<file path="src/rtl/imem_arbiter.sv">
// imem_arbiter
//
// Shares the single read port of the instruction memory between the core
// fetch path (F) and the debug/program-inspection port (D). A round-robin
// pointer picks at most one request per cycle. A LAT-deep positional tracker
// routes each read's data back to its owner exactly LAT cycles later. A fetch
// flush drops every in-flight fetch read after a PC redirect.
//
// Parameters
//   ADDR_W  byte address width presented to the memory
//   DATA_W  instruction word width
//   LAT     memory read latency in cycles (1..4)
//
// Ports
//   i_clk, i_rst                    clock, asynchronous active-high reset
//   i_f_req, i_f_addr, i_f_flush    fetch request, address, in-flight discard
//   o_f_gnt, o_f_rvalid, o_f_rdata  fetch accept, read data valid, read data
//   i_d_req, i_d_addr               debug request, address
//   o_d_gnt, o_d_rvalid, o_d_rdata  debug accept, read data valid, read data
//   o_mem_en, o_mem_addr            memory read strobe and address
//   i_mem_rdata                     memory data, valid LAT cycles after o_mem_en
module imem_arbiter #(
  parameter int unsigned ADDR_W = 13,
  parameter int unsigned DATA_W = 32,
  parameter int unsigned LAT    = 1
) (
  input  logic              i_clk,
  input  logic              i_rst,
  input  logic              i_f_req,
  input  logic [ADDR_W-1:0] i_f_addr,
  input  logic              i_f_flush,
  output logic              o_f_gnt,
  output logic              o_f_rvalid,
  output logic [DATA_W-1:0] o_f_rdata,
  input  logic              i_d_req,
  input  logic [ADDR_W-1:0] i_d_addr,
  output logic              o_d_gnt,
  output logic              o_d_rvalid,
  output logic [DATA_W-1:0] o_d_rdata,
  output logic              o_mem_en,
  output logic [ADDR_W-1:0] o_mem_addr,
  input  logic [DATA_W-1:0] i_mem_rdata
);

  typedef enum logic {
    OwnF = 1'b0,
    OwnD = 1'b1
  } owner_e;

  // Round-robin pointer: owner of the most recent accepted read.
  owner_e last_q, last_d;

  logic f_gnt, d_gnt, accept;

  // Tracker stages; index 0 is the newest read, LAT-1 is at the output.
  logic [LAT-1:0] vld_q, vld_d;
  logic [LAT-1:0] own_q, own_d;

  logic tail_vld, tail_own;

  // ---------------------------------------------------------------------
  // Grant selection
  // ---------------------------------------------------------------------
  always_comb begin
    f_gnt = 1'b0;
    d_gnt = 1'b0;
    if (!i_rst) begin
      unique case ({i_f_req, i_d_req})
        2'b10: f_gnt = 1'b1;
        2'b01: d_gnt = 1'b1;
        2'b11: begin
          // Tie: the side that did not win last time goes now.
          if (last_q == OwnD) begin
            f_gnt = 1'b1;
          end else begin
            d_gnt = 1'b1;
          end
        end
        default: ;
      endcase
    end
  end

  assign accept = f_gnt | d_gnt;

  always_comb begin
    last_d = last_q;
    if (accept) begin
      last_d = d_gnt ? OwnD : OwnF;
    end
  end

  always_comb begin
    o_mem_addr = '0;
    if (d_gnt) begin
      o_mem_addr = i_d_addr;
    end else if (f_gnt) begin
      o_mem_addr = i_f_addr;
    end
  end

  assign o_f_gnt  = f_gnt;
  assign o_d_gnt  = d_gnt;
  assign o_mem_en = accept;

  // ---------------------------------------------------------------------
  // Response tracker
  // ---------------------------------------------------------------------
  always_comb begin
    vld_d = '0;
    own_d = '0;
    // A read accepted in the flush cycle belongs to the new path, so stage 0
    // is loaded unconditionally.
    vld_d[0] = accept;
    own_d[0] = d_gnt;
    for (int unsigned i = 1; i < LAT; i++) begin
      vld_d[i] = vld_q[i-1] & ~(i_f_flush & ~own_q[i-1]);
      own_d[i] = own_q[i-1];
    end
  end

  always_ff @(posedge i_clk or posedge i_rst) begin
    if (i_rst) begin
      last_q <= OwnD;
      vld_q  <= '0;
      own_q  <= '0;
    end else begin
      last_q <= last_d;
      vld_q  <= vld_d;
      own_q  <= own_d;
    end
  end

  assign tail_vld = vld_q[LAT-1];
  assign tail_own = own_q[LAT-1];

  // The entry at the output is squashed combinationally when a flush arrives
  // in the same cycle; the edge then clears it along with the rest.
  assign o_f_rvalid = tail_vld & ~tail_own & ~i_f_flush & ~i_rst;
  assign o_d_rvalid = tail_vld &  tail_own & ~i_rst;

  assign o_f_rdata = o_f_rvalid ? i_mem_rdata : '0;
  assign o_d_rdata = o_d_rvalid ? i_mem_rdata : '0;

endmodule

</file>
<file path="config.mk">
export PLATFORM = sky130hd
export DESIGN_NAME = imem_arbiter
export DESIGN_NICKNAME = d
export VERILOG_FILES = /design/src/rtl/imem_arbiter.sv
export SDC_FILE = /design/constraint.sdc
export NUM_CORES = 1
export LEC_CHECK = 0
export CAP_MARGIN = 30
export CELL_PAD_IN_SITES_DETAIL_PLACEMENT = 1
export CELL_PAD_IN_SITES_GLOBAL_PLACEMENT = 1
export CORE_MARGIN = 2
export CORE_UTILIZATION = 12
export DETAILED_ROUTE_END_ITERATION = 7
export PLACE_DENSITY_LB_ADDON = 0.05
export SLEW_MARGIN = 10
export SYNTH_ARGS = -nofsm -noshare
export SYNTH_HDL_FRONTEND = slang
export SYNTH_SLANG_ARGS = --single-unit
</file>
<file path="constraint.sdc">
create_clock -name i_clk -period 1.83 [get_ports i_clk]
set_input_delay 0.2745 -clock i_clk [delete_from_list [all_inputs] [get_ports i_clk]]
set_output_delay 0.2745 -clock i_clk [all_outputs]
set_load 0.02 [all_outputs]
</file>
==> run summary <==
Diodes inserted -> 0
Setup TNS -> 0 ps
PD cells -> 323 mW/mm^2
Share of cells above drive strength 1 -> 46.7%
GPL Wtd Cong -> 0.667
Slew Limit Fails -> 0
Fmax -> 550 MHz
CTS root buf -> clkbuf_8
Peak supply drop -> 0.476 mV
Largest net degree at the start of global routing -> 34
Final Instance Area -> 0.00250 mm^2
Clock-pin slew on the worst setup and hold paths -> 30 ps
Post-synthesis area per instance -> 5.46 um^2
Max Cap Viol -> 0
Multi-input gate area -> 687 um^2
Yosys reg bits -> 3
Initial Util -> 12.4%
Global route overflow -> 0
Avg WL per Cell -> 14.4 um
CTS tree -> done
Final hold slack -> 195 ps
Vias in the first global route -> 1581
TritonCTS buffer count -> 3
Rel. slew slack -> 87.8%
Nets -> 370
Net Count, Synth -> 218
Worst-skew pair later-pin latency -> 210 ps
Vias per cell -> 3.94
Vias -> 1582
Worst Path Max Fanout -> 8
Non-Filler Instances -> 402
Drt drc -> 0
CTS Buffer Depth -> 2
All-layer global routing usage -> 13.2%
Worst-margin pin slew -> 183 ps
Final hold viol count -> 0
Register area -> 76.3 um^2
Die Ht -> 88.0 um
Starting DRT DRC Count -> 55
Synth Instances -> 155
R2R Path Start -> last_q$_DFFE_PP1P_
H-tree Lvls -> 1
Filler cells -> 860
Final HPWL from detailed placement -> 4090 um
Clock sink count -> 3
RSZ-0062 raised after global routing -> yes
Crit path time final -> 1820 ps
Critical Path Start Type -> input port
P_leak -> 1.10 nW
YS warnings -> 0
# placed instances -> 392
Core area -> 0.00679 mm^2
CP Class -> in -> out
Initial antenna violation count -> 0
RR Endpoint -> own_q$_DFF_PP0_
Placed Area -> 0.00245 mm^2
Critical Path RT -> 1560 ps
Run status -> finished clean
First-pass GRT wire length -> 8130 um
First-pass DRT Iterations -> 4
Post-route ant nets -> 0
PortBufs -> 144
R2r worst-path depth -> 3
Final WL -> 5780 um
Library cells used by synthesis -> 18
Clock skew -> 1.53 ps
Hold Path Class -> in -> async
Worst setup EP type -> output pin
Chip width -> 88.0 um
R2R setup slack -> 780 ps
Worst path arrival time -> 1540 ps
Total Power -> 0.000808 W
Io pins -> 145
Die ar. -> 0.00774 mm^2
Mapped Area -> 846 um^2
Sequential share of the synthesized area -> 9.02%
Fin crit share -> 99.3%
FP Rows -> 30
Final setup viols -> 0
Area grow syn2layout -> 196%
-- cell usage after synthesis --
master     n  area, um^2
a21boi_2   1        11.3
a21oi_1    1        5.00
a31oi_1    1        6.26
a32oi_1   13         114
and2_1     1        6.26
and3_1     1        6.26
buf_2      6        30.0
buf_6      4        45.0
clkbuf_1   6        22.5
dfrtp_1    2        50.1
dfstp_2    1        26.3
inv_1      1        3.75
inv_2      1        3.75
nand2_1   33         124
nand2b_1   1        6.26
nor2_1    51         191
nor2_2    30         188
or3_1      1        6.26
-- cell families after synthesis --
kind of cell | Yosys count | synth area share, %
AND/OR/NAND/NOR | 118 | 62.4
buffers and inverters | 18 | 12.4
AO/OA/AOI/OAI | 16 | 16.1
flip-flops | 3 | 9.02
-- layout make-up --
cell class                      count  share of cell area [%]
Timing Repair Buffer              163                    62.6
Clock buffer                        4                    1.80
Inverter                            2                   0.300
Sequential cell                     3                    3.05
Multi-Input combinational cell    134                    27.5
Tap cell                           96                    4.80
-- worst max-delay path by stage --
stage	start	to	slack, ps
2_1_floorplan	last_q$_DFFE_PP1P_	o_mem_addr[10]	260
3_3_place_gp	i_rst	o_f_rdata[31]	-580
3_5_place_dp	i_rst	o_f_rdata[31]	-600
4_1_cts	i_d_req	o_d_gnt	-30
5_1_grt	i_f_flush	o_f_rdata[25]	-9
6_report	i_f_flush	o_f_rdata[25]	10
-- critical path: stages --
cell and delay (ps):
clkdlybuf4s50_1 400, or3_4 430, clkbuf_16 210, nor2_2 100, buf_6 120
-- stage by stage --
stage	worst slack (ps)	utilization [%]
CTS	-31.8	34.9
global placement	-582	36.0
finish	12.5	36.8
detailed placement	-603	36.0
floorplan	261	-
global route	-9.26	36.8
-- cell usage in the layout, fill, tap and decap left out --
cell type        count
nor2_4               1
clkbuf_1             1
dlymetal6s2s_1       2
and2_1               1
a21boi_2             1
inv_2                1
dfstp_2              1
nor2_2              33
clkdlybuf4s15_2     18
buf_6               14
a31oi_1              1
bufbuf_16            1
nand2_2              1
buf_16               1
dfrtp_1              2
clkbuf_16            3
buf_12               3
buf_2               28
nand2b_1             1
nand2_1             32
clkbuf_8             3
a32oi_1             13
a21oi_1              1
buf_4               32
and3_1               1
inv_1                1
or3_4                1
clkbuf_2             1
clkdlybuf4s50_1     60
nor2_1              47
-- metal layers --
| metal | vias to the layer above | GRT usage [%] | routed length, um |
|---|---|---|---|
| met5 | - | 0 | 0 |
| li1 | 797 | - | - |
| met1 | 707 | 15.4 | 2340 |
| met4 | 0 | 1.82 | 25 |
| met2 | 76 | 25.1 | 2940 |
| met3 | 2 | 2.83 | 469 |
-- report_power, final --
group	leakage [nW]	switching (W)	internal, W
combinational	1.04	0.000252	0.000280
sequential	0.0360	0.00000645	0.0000774
clock	0.0228	0.0000438	0.000149
-- registers in the layout, summed over array words and instances, names as in the netlist --
register and cells:
tail_vld 1, own_q 1, last_q 1
-- what timing repair did --
action	4_1_cts	5_1_grt
pin swaps	1	1
buffers inserted	1	0
hold buffers	0	0
setup endpoints to repair	82	72
resized for setup	348	20
gates cloned	2	3
Note: power is estimated with default switching activity, not from simulation.
